--- src/rtl/div_unit_if.sv ---
// div_unit_if: request/response bundle between the EX stage and div_unit.
//   master (EX stage): drives start_i, signed_i, opa_i, opb_i, annul_i
//   slave  (div_unit): drives result_o {HI, LO}, ready_o, busy_o
interface div_unit_if #(
    parameter int unsigned DATA_W = 32
);
    logic                  start_i;
    logic                  signed_i;
    logic [DATA_W-1:0]     opa_i;
    logic [DATA_W-1:0]     opb_i;
    logic                  annul_i;
    logic [2*DATA_W-1:0]   result_o;
    logic                  ready_o;
    logic                  busy_o;

    modport master (
        output start_i, signed_i, opa_i, opb_i, annul_i,
        input  result_o, ready_o, busy_o
    );

    modport slave (
        input  start_i, signed_i, opa_i, opb_i, annul_i,
        output result_o, ready_o, busy_o
    );
endinterface

--- src/rtl/div_unit.sv ---
// div_unit: multi-cycle radix-2 restoring divider for MIPS DIV/DIVU.
// Produces {remainder (HI), quotient (LO)} after DATA_W iterations plus
// sign correction; the result is held while start_i stays high.
// Optional build macro DIV_ZERO_FAST_EN: a zero divisor short-circuits
// through the DZERO state (2-cycle latency) instead of iterating.
// Ports:
//   clk  - rising-edge clock
//   rst  - synchronous active-high reset
//   bus  - div_unit_if.slave: start_i, signed_i, opa_i, opb_i, annul_i in;
//          result_o, ready_o, busy_o out (busy_o is combinational)
module div_unit #(
    parameter int unsigned DATA_W = 32
) (
    input  logic       clk,
    input  logic       rst,
    div_unit_if.slave  bus
);
    localparam int unsigned CNT_W = 6;
    localparam int unsigned REM_W = DATA_W + 1;
    localparam int unsigned SR_W  = 2 * DATA_W + 1;

    typedef enum logic [1:0] {
        IDLE  = 2'd0,
`ifdef DIV_ZERO_FAST_EN
        DZERO = 2'd1,
`endif
        ON    = 2'd2,
        END   = 2'd3
    } state_t;

    state_t                state;
    logic [DATA_W-1:0]     mag_b;
    logic                  quo_neg;
    logic                  rem_neg;
    logic [CNT_W-1:0]      cnt;
    logic [SR_W-1:0]       sr;
    logic                  ready;
    logic [2*DATA_W-1:0]   result;

    logic                  in_a_neg;
    logic                  in_b_neg;
    logic [DATA_W-1:0]     in_mag_a;
    logic [DATA_W-1:0]     in_mag_b;
    logic [SR_W-1:0]       shifted;
    logic [REM_W-1:0]      trial;
    logic [SR_W-1:0]       step_sr;
    logic [DATA_W-1:0]     fin_rem;
    logic [DATA_W-1:0]     fin_quo;
    logic [DATA_W-1:0]     cor_rem;
    logic [DATA_W-1:0]     cor_quo;
    logic                  busy;

    // The remainder never exceeds DATA_W bits, so the register MSB is
    // always shifted out as zero.
    logic                  unused_sr_msb;
    assign unused_sr_msb = sr[SR_W-1];

    // Operand magnitudes for the IDLE sample.
    always_comb begin
        in_a_neg = bus.signed_i & bus.opa_i[DATA_W-1];
        in_b_neg = bus.signed_i & bus.opb_i[DATA_W-1];
        in_mag_a = in_a_neg ? DATA_W'((~bus.opa_i) + DATA_W'(1)) : bus.opa_i;
        in_mag_b = in_b_neg ? DATA_W'((~bus.opb_i) + DATA_W'(1)) : bus.opb_i;
    end

    // One restoring step plus the sign-corrected final result.
    always_comb begin
        shifted = {sr[SR_W-2:0], 1'b0};
        trial   = shifted[SR_W-1:DATA_W] - {1'b0, mag_b};
        step_sr = shifted;
        // A clear MSB on the (DATA_W+1)-bit trial means the subtraction fits.
        if (!trial[DATA_W]) begin
            step_sr[SR_W-1:DATA_W] = trial;
            step_sr[0]             = 1'b1;
        end

        fin_rem = step_sr[SR_W-2:DATA_W];
        fin_quo = step_sr[DATA_W-1:0];
`ifdef DIV_ZERO_FAST_EN
        // In DZERO the low half still holds |a| from the IDLE load.
        if (state == DZERO) begin
            fin_rem = sr[DATA_W-1:0];
            fin_quo = '1;
        end
`endif
        cor_rem = rem_neg ? DATA_W'((~fin_rem) + DATA_W'(1)) : fin_rem;
        cor_quo = quo_neg ? DATA_W'((~fin_quo) + DATA_W'(1)) : fin_quo;
    end

    // Stall request back to EX.
    always_comb begin
        busy = (state == ON) || ((state == IDLE) && bus.start_i);
`ifdef DIV_ZERO_FAST_EN
        if (state == DZERO) begin
            busy = 1'b1;
        end
`endif
    end

    // Control FSM and datapath registers.
    always_ff @(posedge clk) begin
        if (rst) begin
            state   <= IDLE;
            mag_b   <= '0;
            quo_neg <= 1'b0;
            rem_neg <= 1'b0;
            cnt     <= '0;
            sr      <= '0;
            ready   <= 1'b0;
            result  <= '0;
        end else if (bus.annul_i) begin
            state  <= IDLE;
            cnt    <= '0;
            ready  <= 1'b0;
            result <= '0;
        end else begin
            case (state)
                IDLE: begin
                    if (bus.start_i) begin
                        mag_b   <= in_mag_b;
                        quo_neg <= bus.signed_i &
                                   (bus.opa_i[DATA_W-1] ^ bus.opb_i[DATA_W-1]);
                        rem_neg <= in_a_neg;
                        sr      <= {{REM_W{1'b0}}, in_mag_a};
                        cnt     <= '0;
`ifdef DIV_ZERO_FAST_EN
                        state   <= (bus.opb_i == '0) ? DZERO : ON;
`else
                        state   <= ON;
`endif
                    end
                end
`ifdef DIV_ZERO_FAST_EN
                DZERO: begin
                    state  <= END;
                    ready  <= 1'b1;
                    result <= {cor_rem, cor_quo};
                end
`endif
                ON: begin
                    sr  <= step_sr;
                    cnt <= cnt + CNT_W'(1);
                    if (cnt == CNT_W'(DATA_W - 1)) begin
                        state  <= END;
                        ready  <= 1'b1;
                        result <= {cor_rem, cor_quo};
                    end
                end
                END: begin
                    if (!bus.start_i) begin
                        state  <= IDLE;
                        ready  <= 1'b0;
                        result <= '0;
                    end
                end
                default: begin
                    state  <= IDLE;
                    ready  <= 1'b0;
                    result <= '0;
                end
            endcase
        end
    end

    assign bus.ready_o  = ready;
    assign bus.result_o = result;
    assign bus.busy_o   = busy;
endmodule

--- src/flat_wrapper.sv ---
// flat-port wrapper written by rule: the top's interface ports become plain ports
module div_unit_flat 
#(
    parameter int unsigned DATA_W = 32
)
  (clk, rst, bus_start_i, bus_signed_i, bus_opa_i, bus_opb_i, bus_annul_i, bus_result_o, bus_ready_o, bus_busy_o);
  div_unit_if #(.DATA_W(DATA_W)) bus_i ();
  input  logic clk;
  input  logic rst;
  input wire logic [$bits(bus_i.start_i)-1:0] bus_start_i;
  input wire logic [$bits(bus_i.signed_i)-1:0] bus_signed_i;
  input wire logic [$bits(bus_i.opa_i)-1:0] bus_opa_i;
  input wire logic [$bits(bus_i.opb_i)-1:0] bus_opb_i;
  input wire logic [$bits(bus_i.annul_i)-1:0] bus_annul_i;
  output wire logic [$bits(bus_i.result_o)-1:0] bus_result_o;
  output wire logic [$bits(bus_i.ready_o)-1:0] bus_ready_o;
  output wire logic [$bits(bus_i.busy_o)-1:0] bus_busy_o;
  assign bus_i.start_i = bus_start_i;
  assign bus_i.signed_i = bus_signed_i;
  assign bus_i.opa_i = bus_opa_i;
  assign bus_i.opb_i = bus_opb_i;
  assign bus_i.annul_i = bus_annul_i;
  assign bus_result_o = bus_i.result_o;
  assign bus_ready_o = bus_i.ready_o;
  assign bus_busy_o = bus_i.busy_o;
  div_unit #(.DATA_W(DATA_W)) u_core (.clk(clk), .rst(rst), .bus(bus_i));
endmodule
--- config.mk ---
export PLATFORM = sky130hd
export DESIGN_NAME = div_unit_flat
export DESIGN_NICKNAME = d
export VERILOG_FILES = /design/src/rtl/div_unit_if.sv /design/src/rtl/div_unit.sv /design/src/flat_wrapper.sv
export SDC_FILE = /design/constraint.sdc
export NUM_CORES = 1
export LEC_CHECK = 0
export ABC_AREA = 1
export ABC_CLOCK_PERIOD_IN_PS = 3880
export BUFFER_PORTS_ARGS = -buffer_cell sky130_fd_sc_hd__buf_4
export CAP_MARGIN = 0
export CORE_ASPECT_RATIO = 1.1
export CORE_UTILIZATION = 45
export CTS_CLUSTER_DIAMETER = 80
export DETAILED_ROUTE_END_ITERATION = 7
export MAX_ROUTING_LAYER = met4
export PLACE_DENSITY = 0.66
export SYNTH_ARGS = -nofsm -noshare
export SYNTH_HDL_FRONTEND = slang
export SYNTH_SLANG_ARGS = --single-unit
--- constraint.sdc ---
create_clock -name clk -period 3.88 [get_ports clk]
set_clock_uncertainty 0.2 [all_clocks]
set_input_delay 0 -clock clk [delete_from_list [all_inputs] [get_ports clk]]
set_output_delay 0 -clock clk [all_outputs]
set_load 0.005 [all_outputs]
* After elaboration in Yosys (flattened, before gate mapping) *
Cells that the tools add are included.

word-level totals
  bits in registers = 171
  bits of input ports = 69
  output and inout port bits = 66
  word-level logic and storage cells = 60

operators by class
  add/sub/neg operators = 6
  equal/unequal tests = 6
  multiplexer cells = 20
  bitwise operators = 10
  reduce and logical (&&, ||, !) cells = 10

operators with widths
  cell                   number
  $mux 64                3
  $pmux 64 s3            1
  $mux 32                5
  $add 32x1->32 const B  4
  $not 32->32            4
  $pmux 64 s2            1
  $sub 33x32->33         1
  $pmux 6 s2             1
  $reduce_and 3->1       4
  $add 6x1->6 const B    1
  $eq 6x5->1 const B     1
  $mux 2                 3
  $mux 6                 1
  $ne 2x2->1 const B     3
  $pmux 2 s3             1
  $eq 2x2->1 const B     2
  $and 1x1->1            3
  $mux 1                 3
  $pmux 1 s3             1
  $logic_not 2->1        1
  $not 1->1              2
  $reduce_and 2->1       1
  $reduce_bool 2->1      1
  $reduce_or 2->1        1
  3 further kinds        3

* Logic depth before layout (Yosys ltp) *
Gate-level depths: netlist of run 1.

  depth in word-level cells = 7
  gate-level depth with buffers = 33
  depth with buffers taken out = 31

* Worst setup path after synthesis of run 1 *
No wires, ideal clock.

  path type = reg2reg
  from = reg u_core.sr[31]
  to = reg u_core.result[30] (netlist: u_core.bus.result_o[30])
  library setup time = 70 ps
  data arrival time = 3832 ps
  required time = 3610 ps
  slack = -222 ps
  cell stages (with the launch flop) = 33
  path buffers = 2
  clock period less this slack = 4102 ps
  path through = dfxtp_1 > inv_1 > ha_1 > inv_1 > fa_1 > nand2_1 > nand2_1 > nand3_2 > nand2_2 > nand2_2 > nand2_4 > nand2_4 > nand3_2 > nand2_4 > buf_8 > buf_6 > ha_1 > inv_1 > nor3_1 > nand2_1 > nor2_1 > nand2_1 > nor3_1 > nand2_1 > inv_1 > a21oi_1 > a21oi_1 > o21ai_0 > a21oi_2 > nand2_1 > a21oi_1 > o21ai_1 > a21oi_1

between the ends
  word-level cells in the longest chain between the ends = 7

RTL lines
  what                    line             RTL
  start, declared         div_unit.sv:36   logic [SR_W-1:0] sr;
  start signal, assigned  div_unit.sv:124  sr <= {{REM_W{1'b0}}, in_mag_a};
  start signal, assigned  div_unit.sv:141  sr <= step_sr;
  $sub 33x32->33          div_unit.sv:69   trial = shifted[SR_W-1:DATA_W] - {1'b0, mag_b};
  $mux 1                  div_unit.sv:72   if (!trial[DATA_W]) begin
  $not 32->32             div_unit.sv:87   cor_quo = quo_neg ? DATA_W'((~fin_quo) + DATA_W'(1)) : fin_quo;
  $add 32x1->32           div_unit.sv:87
  $mux 32                 div_unit.sv:87
  $mux 64                 div_unit.sv:143  if (cnt == CNT_W'(DATA_W - 1)) begin
  $pmux 64 s3             div_unit.sv:117  case (state)
  end signal, assigned    div_unit.sv:146  result <= {cor_rem, cor_quo};
  end, declared           div_unit.sv:38   logic [2*DATA_W-1:0] result;

Every way passes these cells. The select of a mux whose other input is x is not followed.
A chain may end at the register's enable or synchronous reset.

* Final worst setup path of run 1 *
Same ends and word-level chain as after synthesis.

==> flow_metrics.tcl, run 1 <==
set metrics [dict create \
    clock_path_buffers 2 \
    rr_worst_depth 30 \
    clock-sinks 171 \
    cts_buffers 17 \
    drive_gt1_frac 0.1626 \
    synth_edf_count 0 \
    required_ns 4.06 \
    max_clock_freq_ghz 0.2567 \
    die_area_um2 29110 \
    ff_latch_area_um2 3426 \
    clk_pin_slew_ns 0.07 \
    grt_pass1_vias 12370 \
    track_usage 0.2943 \
    dp_hpwl_um 31900 \
    multiInputGateArea_um2 8113 \
    antenna_found_initial 0 \
    worstMarginPinSlew_ns 1.006 \
    yosysUniqueCellTypes 59 \
    place_worst_setup_slack_ns 0.02016 \
    crit_path_frequent_cell "nand2_2" \
    status "finished with violations" \
    most-common-layout-cells "nand2_1 (609), inv_1 (247), a21oi_1 (218)" \
    report.final.slew_viol_count 0 \
    start_kind "flip-flop" \
    rsz0062_at_grt "yes" \
    failed_checks "negative setup slack" \
    final_util 0.5779 \
    post-route-min-period_ns 3.895 \
    syn-num-nets 2163 \
    drv_cap 0 \
    num-fill-cells 2760 \
    die_h_um 178.8 \
    ys_seq_area_frac 0.2676 \
    fin_crit_sh 1.004 \
    viasPerCell 5.165 \
    diodes 0 \
    worstSkewPairLatency_ns 0.45 \
    slowest_delay_ns 0.39 \
    initial_core_util 0.4591 \
    arrival_ns 4.08 \
    overflow 0 \
    endpoint "u_core.bus.result_o[30]$_SDFFE_PP0P_" \
    ys_warn_count 0 \
    ctsHtreeMaxLevel 4 \
    root_buffer "clkbuf_16" \
    worstSetupEndpointType "flip-flop" \
    wire_per_inst_um 15.73 \
    io_pins 135 \
    critical_path.max_fanout 4 \
    grt_pass1_wl_um 65090 \
    timing.rr.start "u_core.sr[31]$_SDFFE_PP0P_" \
    synth_cells 2056 \
    globalplace.congestion 0.9478 \
    setup_ws_ns -0.01544 \
    crit_start "u_core.sr[31]$_SDFFE_PP0P_" \
    grt_max_degree 65 \
    area_delta_synth_final_pct 25.90 \
    hold_path_depth 7 \
    p_per_area_nw_per_um2 307.9 \
    finalWirelength_um 41990 \
    ys.flop_type "dfxtp_1" \
    synthArstFlopShare 0 \
    drt_pre_antenna_iters 8 \
    vias 13790 \
    placementRows 64 \
    synthesis.area_um2 12790 \
    drt-initial-drc-count 1237 \
    portBuffers 134 \
    nNetsFinal 2401 \
    cts_tree "done" \
    vdd_ir_drop_max_mv 0.2487 \
    die_x_um 162.8 \
    finalHoldViolations 0 \
    drc 0 \
    critical_path_class "reg -> reg" \
    cp_slowest_cell "fa_2" \
    r2r_slack_ns -0.02 \
    ys_ff_latch 171 \
    leakage_uw 0.007707 \
    fp.coreArea_um2 27870 \
    layout_commonest_cell "nand2_1" \
    setup_viol 1 \
    avgSynthCellArea_um2 6.222 \
    drtAntennaViolNets 0 \
    reg2reg_to "u_core.bus.result_o[30]$_SDFFE_PP0P_" \
    holdCritStartpoint "bus_opa_i[11]" \
    slew_headroom 0.3291 \
    hold_class "in -> reg" \
]
-- worst min path at each step --
stage / end / slack, ns
6_report: u_core.sr[16]$_SDFFE_PP0P_ / 0.10
3_5_place_dp: u_core.mag_b[0]$_SDFFE_PP0P_ / 0.1
5_1_grt: u_core.sr[16]$_SDFFE_PP0P_ / 0.15
4_1_cts: u_core.sr[16]$_SDFFE_PP0P_ / 0.09
2_1_floorplan: u_core.mag_b[0]$_SDFFE_PP0P_ / -0.05
3_3_place_gp: u_core.mag_b[0]$_SDFFE_PP0P_ / 0.1
-- report_power, final --
group          switching [uW]  leakage (uW)  internal [uW]
Combinational             842       0.00605            527
Clock                     833      0.000272            899
Sequential               53.6       0.00139           1800
Total                    1730       0.00771           3230
-- synthesized netlist by cell type, types with 5 or more instances --
cell type    n  area share
o221ai_1     5      0.0034
nor3_1      18      0.0070
nor2_1     160       0.047
a21oi_2      6      0.0041
o21ai_0    104       0.041
o21bai_1     5      0.0029
nand2_1    614        0.18
a221oi_1     5      0.0034
xor2_1      45       0.031
nand2_2     32       0.016
or2_2        6      0.0029
nand3_1     94       0.037
a21oi_1    220       0.086
o21ai_1     15      0.0059
nor2_4       8      0.0070
o31ai_1      6      0.0035
clkbuf_1    60       0.018
a31oi_1      5      0.0024
inv_1      251       0.074
nand3b_1     9      0.0053
dfxtp_1    171        0.27
nand4_1     20      0.0098
inv_2       17      0.0050
nand2_4     23       0.020
nor4_1       6      0.0029
o211ai_1    15      0.0088
xnor2_1     34       0.023
ha_1        37       0.036
-- metrics by stage --
step | hold WS (ns) | power, uW | std cells | instance area (um2) | setup TNS, ns
final | 0.1034 | 4959 | 2669 | 16110 | -0.01544
after global routing | 0.1521 | 5193 | 2669 | 16110 | -0.8703
after CTS | 0.09148 | 4916 | 2660 | 15910 | 0
after detailed placement | 0.09928 | 3107 | 2530 | 14350 | 0
after global placement | 0.09561 | 3097 | 2530 | 14350 | 0
after floorplan | -0.04501 | 2722 | 2056 | 12810 | -0.01184
-- critical path: cells and delay by family (launching register included) --
family	cells	cell delay [ns]
fa+ha+maj	3	0.68
compound gates	7	0.87
flops	1	0.30
simple gates	16	1.56
buf+inv	4	0.21
-- cell families (layout without fill, tap and decap cells) --
group | count (synthesis) | after routing | synth area share
AO/OA/AOI/OAI | 406 | 406 | 0.1776
XOR/XNOR | 79 | 79 | 0.05409
adder cells (fa/ha/maj) | 38 | 38 | 0.03775
buffers and inverters | 348 | 598 | 0.1080
flip-flops | 171 | 171 | 0.2676
AND/OR/NAND/NOR | 1014 | 1014 | 0.3550
-- layer usage --
layer	global-route usage	up-vias	wire length, um
li1	-	7070	-
met1	0.4144	6223	20360
met2	0.4438	447	18510
met3	0.03632	45	2539
met4	0.07087	0	579
met5	-	-	0
-- state kept, by name, summed over array words and instances (netlist names) --
| name | flops |
|---|---|
| u_core.bus.ready_o | 1 |
| u_core.bus.result_o | 64 |
| u_core.cnt | 6 |
| u_core.mag_b | 32 |
| u_core.quo_neg | 1 |
| u_core.rem_neg | 1 |
| u_core.sr | 64 |
| u_core.state | 2 |
-- timing repair --
action | 4_1_cts | 5_1_grt
hold buffers | 99 | 0
endpoints found under the hold margin | 104 | 0
gates resized for setup | 2 | 33
endpoints found under the setup margin | 2 | 26
pin swaps | 1 | 22
buffers inserted | 0 | 8
gates cloned | 0 | 1
-- final cells by class --
cell class / count / share of cell area
Clock inverter: 13 / 0.008623
Multi-Input combinational cell: 1537 / 0.5037
Clock buffer: 18 / 0.02665
Tap cell: 363 / 0.02820
Inverter: 271 / 0.06332
Sequential cell: 171 / 0.2127
Timing Repair Buffer: 296 / 0.1568
Note: power is estimated with default switching activity, not from simulation.
==> run 2: changes to the inputs <==
Settings changed: CORE_UTILIZATION 45 to 52, PLACE_DENSITY 0.66 to 0.75.
==> run 2 against run 1 <==
  * Sequential share of layout area down 0.34 points
  * Critical endpoint unchanged
  * Largest cell class unchanged
  * The run still ends with negative setup slack left
  * Sequential cell count unchanged
  * Global-route usage up 4.1 points
  * Combinational power up 4%
==> flow_metrics.tcl, run 2 (same netlist as run 1, synthesis figures left out) <==
set metrics [dict create \
    status "finished with violations" \
    failed_checks "negative setup slack" \
    post-route-min-period_ns 3.925 \
    report.final.slew_viol_count 0 \
    ctsHtreeMaxLevel 4 \
    start_kind "flip-flop" \
    final_util 0.6869 \
    clock_path_buffers 2 \
    clk_pin_slew_ns 0.08 \
    track_usage 0.3352 \
    die_area_um2 25230 \
    combPwrFrac 0.280 \
    worst-path-buf-inv 3 \
    globalplace.congestion 0.9720 \
    drive_gt1_frac 0.1730 \
    placementRows 59 \
    clock-sinks 171 \
    overflow 0 \
    vias 14310 \
    leakage_uw 0.007777 \
    antenna_found_initial 0 \
    area_delta_synth_final_pct 28.43 \
    placed_area_um2 14190 \
    crit_path_frequent_cell "nand2_1" \
    worstMarginPinSlew_ns 1.192 \
    p_int_uw 3238 \
    worstSkewPairLatency_ns 0.46 \
    stdcell_count 2617 \
    die_x_um 151.5 \
    arrival_ns 4.10 \
    max_clock_freq_ghz 0.2548 \
    viasPerCell 5.468 \
    p_per_area_nw_per_um2 308.6 \
    worstSetupEndpointType "flip-flop" \
    finalHoldViolations 0 \
    finalWirelength_um 42490 \
    cts_buffers 17 \
    drt_pre_antenna_iters 7 \
    slew_headroom 0.2041 \
    initial_core_util 0.5348 \
    nNetsFinal 2406 \
    grt_max_degree 71 \
    hold_class "reg -> reg" \
    vdd_ir_drop_max_mv 0.1805 \
    wire_per_inst_um 16.24 \
    required_ns 4.05 \
    critical_path_class "reg -> reg" \
    slowest_delay_ns 0.42 \
    fp.coreArea_um2 23920 \
    critical_path.max_fanout 4 \
    finalPower_uw 5070 \
    cp_slowest_cell "dfxtp_1" \
    seqPwrFrac 0.367 \
    power_switching_uw 1832 \
    clkPwrFrac 0.353 \
    grt_pass1_wl_um 64910 \
    grt_pass1_vias 12570 \
    cts_tree "done" \
    layout_commonest_cell "nand2_1" \
    fin_crit_sh 1.012 \
    swShare 0.3614 \
    drc 0 \
    diodes 0 \
    setup_ws_ns -0.04467 \
    setup_viol 3 \
    design_area_um2 16430 \
    die_h_um 166.5 \
    io_pins 135 \
    most-common-layout-cells "nand2_1 (607), inv_1 (246), a21oi_1 (214)" \
    path_delay_family "simple AND/OR/NAND/NOR gates" \
    timing.hold.ws_ns 0.2656 \
    numPlacedInstances 2459 \
    rsz0062_at_grt "yes" \
    drv_cap 0 \
    drt-initial-drc-count 1494 \
    dp_hpwl_um 29670 \
    root_buffer "clkbuf_16" \
    drtAntennaViolNets 0 \
    portBuffers 134 \
]
-- run 2: changes by cell type in the layout (fill, tap and decap cells not counted), sizes merged --
cell         before  now
bufinv            1    0
dlygate4sd3      99  118
clkinv            8   10
clkbuf           19   17
clkinvlp          2    1
buf             196  183
inv             273  275
-- run 2: worst paths after layout --
kind | startpoint | end | slack [ns] | cells past startpoint
setup reg to reg | u_core.sr[46]$_SDFFE_PP0P_ | u_core.bus.result_o[30]$_SDFFE_PP0P_ | -0.04 | 27
hold reg to reg | u_core.bus.result_o[62]$_SDFFE_PP0P_ | u_core.bus.result_o[62]$_SDFFE_PP0P_ | 0.27 | 2
hold / removal | u_core.bus.result_o[62]$_SDFFE_PP0P_ | u_core.bus.result_o[62]$_SDFFE_PP0P_ | 0.27 | 2
setup / recovery | u_core.sr[46]$_SDFFE_PP0P_ | u_core.bus.result_o[30]$_SDFFE_PP0P_ | -0.04 | 27
-- run 2: worst register-to-register path: cells and delay by family, from the launching register on --
family          cells  cell delay, ns
simple gates       14            1.59
compound gates      8            1.03
fa+ha+maj           2            0.47
flops               1            0.42
buf+inv             3            0.16
-- run 2: through the flow --
| stage | setup TNS (ns) | setup slack (ns) |
|---|---|---|
| floorplan | -0.01184 | -0.01184 |
| global placement | 0 | 0.08758 |
| detailed placement | -0.007544 | -0.005885 |
| CTS | 0 | 0.01400 |
| global route | -1.532 | -0.2752 |
| finish | -0.08753 | -0.04467 |
-- run 2: metal layers --
metal  up-vias  wire length [um]  GRT usage
li1       7083                 -          -
met2       649             18580     0.4818
met1      6507             19570     0.4940
met5         -                 0          -
met4         0               854    0.08911
met3        70              3481    0.03288
-- run 2: final cells by class --
cell class                 instances  area (um2)
clock buffer                      17       425.4
clock inverter                    15       187.7
fill                            2063        7488
inverter                         271        1018
multi-input combinational       1537        8386
sequential                       171        3438
tap                              305       381.6
timing repair buffer             301        2592
-- run 2: power groups by stage --
stage | clock network (uW) | logic [uW] | registers, uW
2_1_floorplan | 0 | 847 | 1880
3_3_place_gp | 0 | 1170 | 1890
3_5_place_dp | 0 | 1180 | 1900
4_1_cts | 1800 | 1300 | 1850
5_1_grt | 1870 | 1550 | 1870
6_report | 1790 | 1420 | 1860
-- run 2: repair_timing --
item	4_1_cts	5_1_grt
endpoints found under the setup margin	2	24
pin swaps	2	24
buffers inserted	1	7
resized for setup	3	77
endpoints found under the hold margin	102	0
gates cloned	0	0
hold buffers	118	0
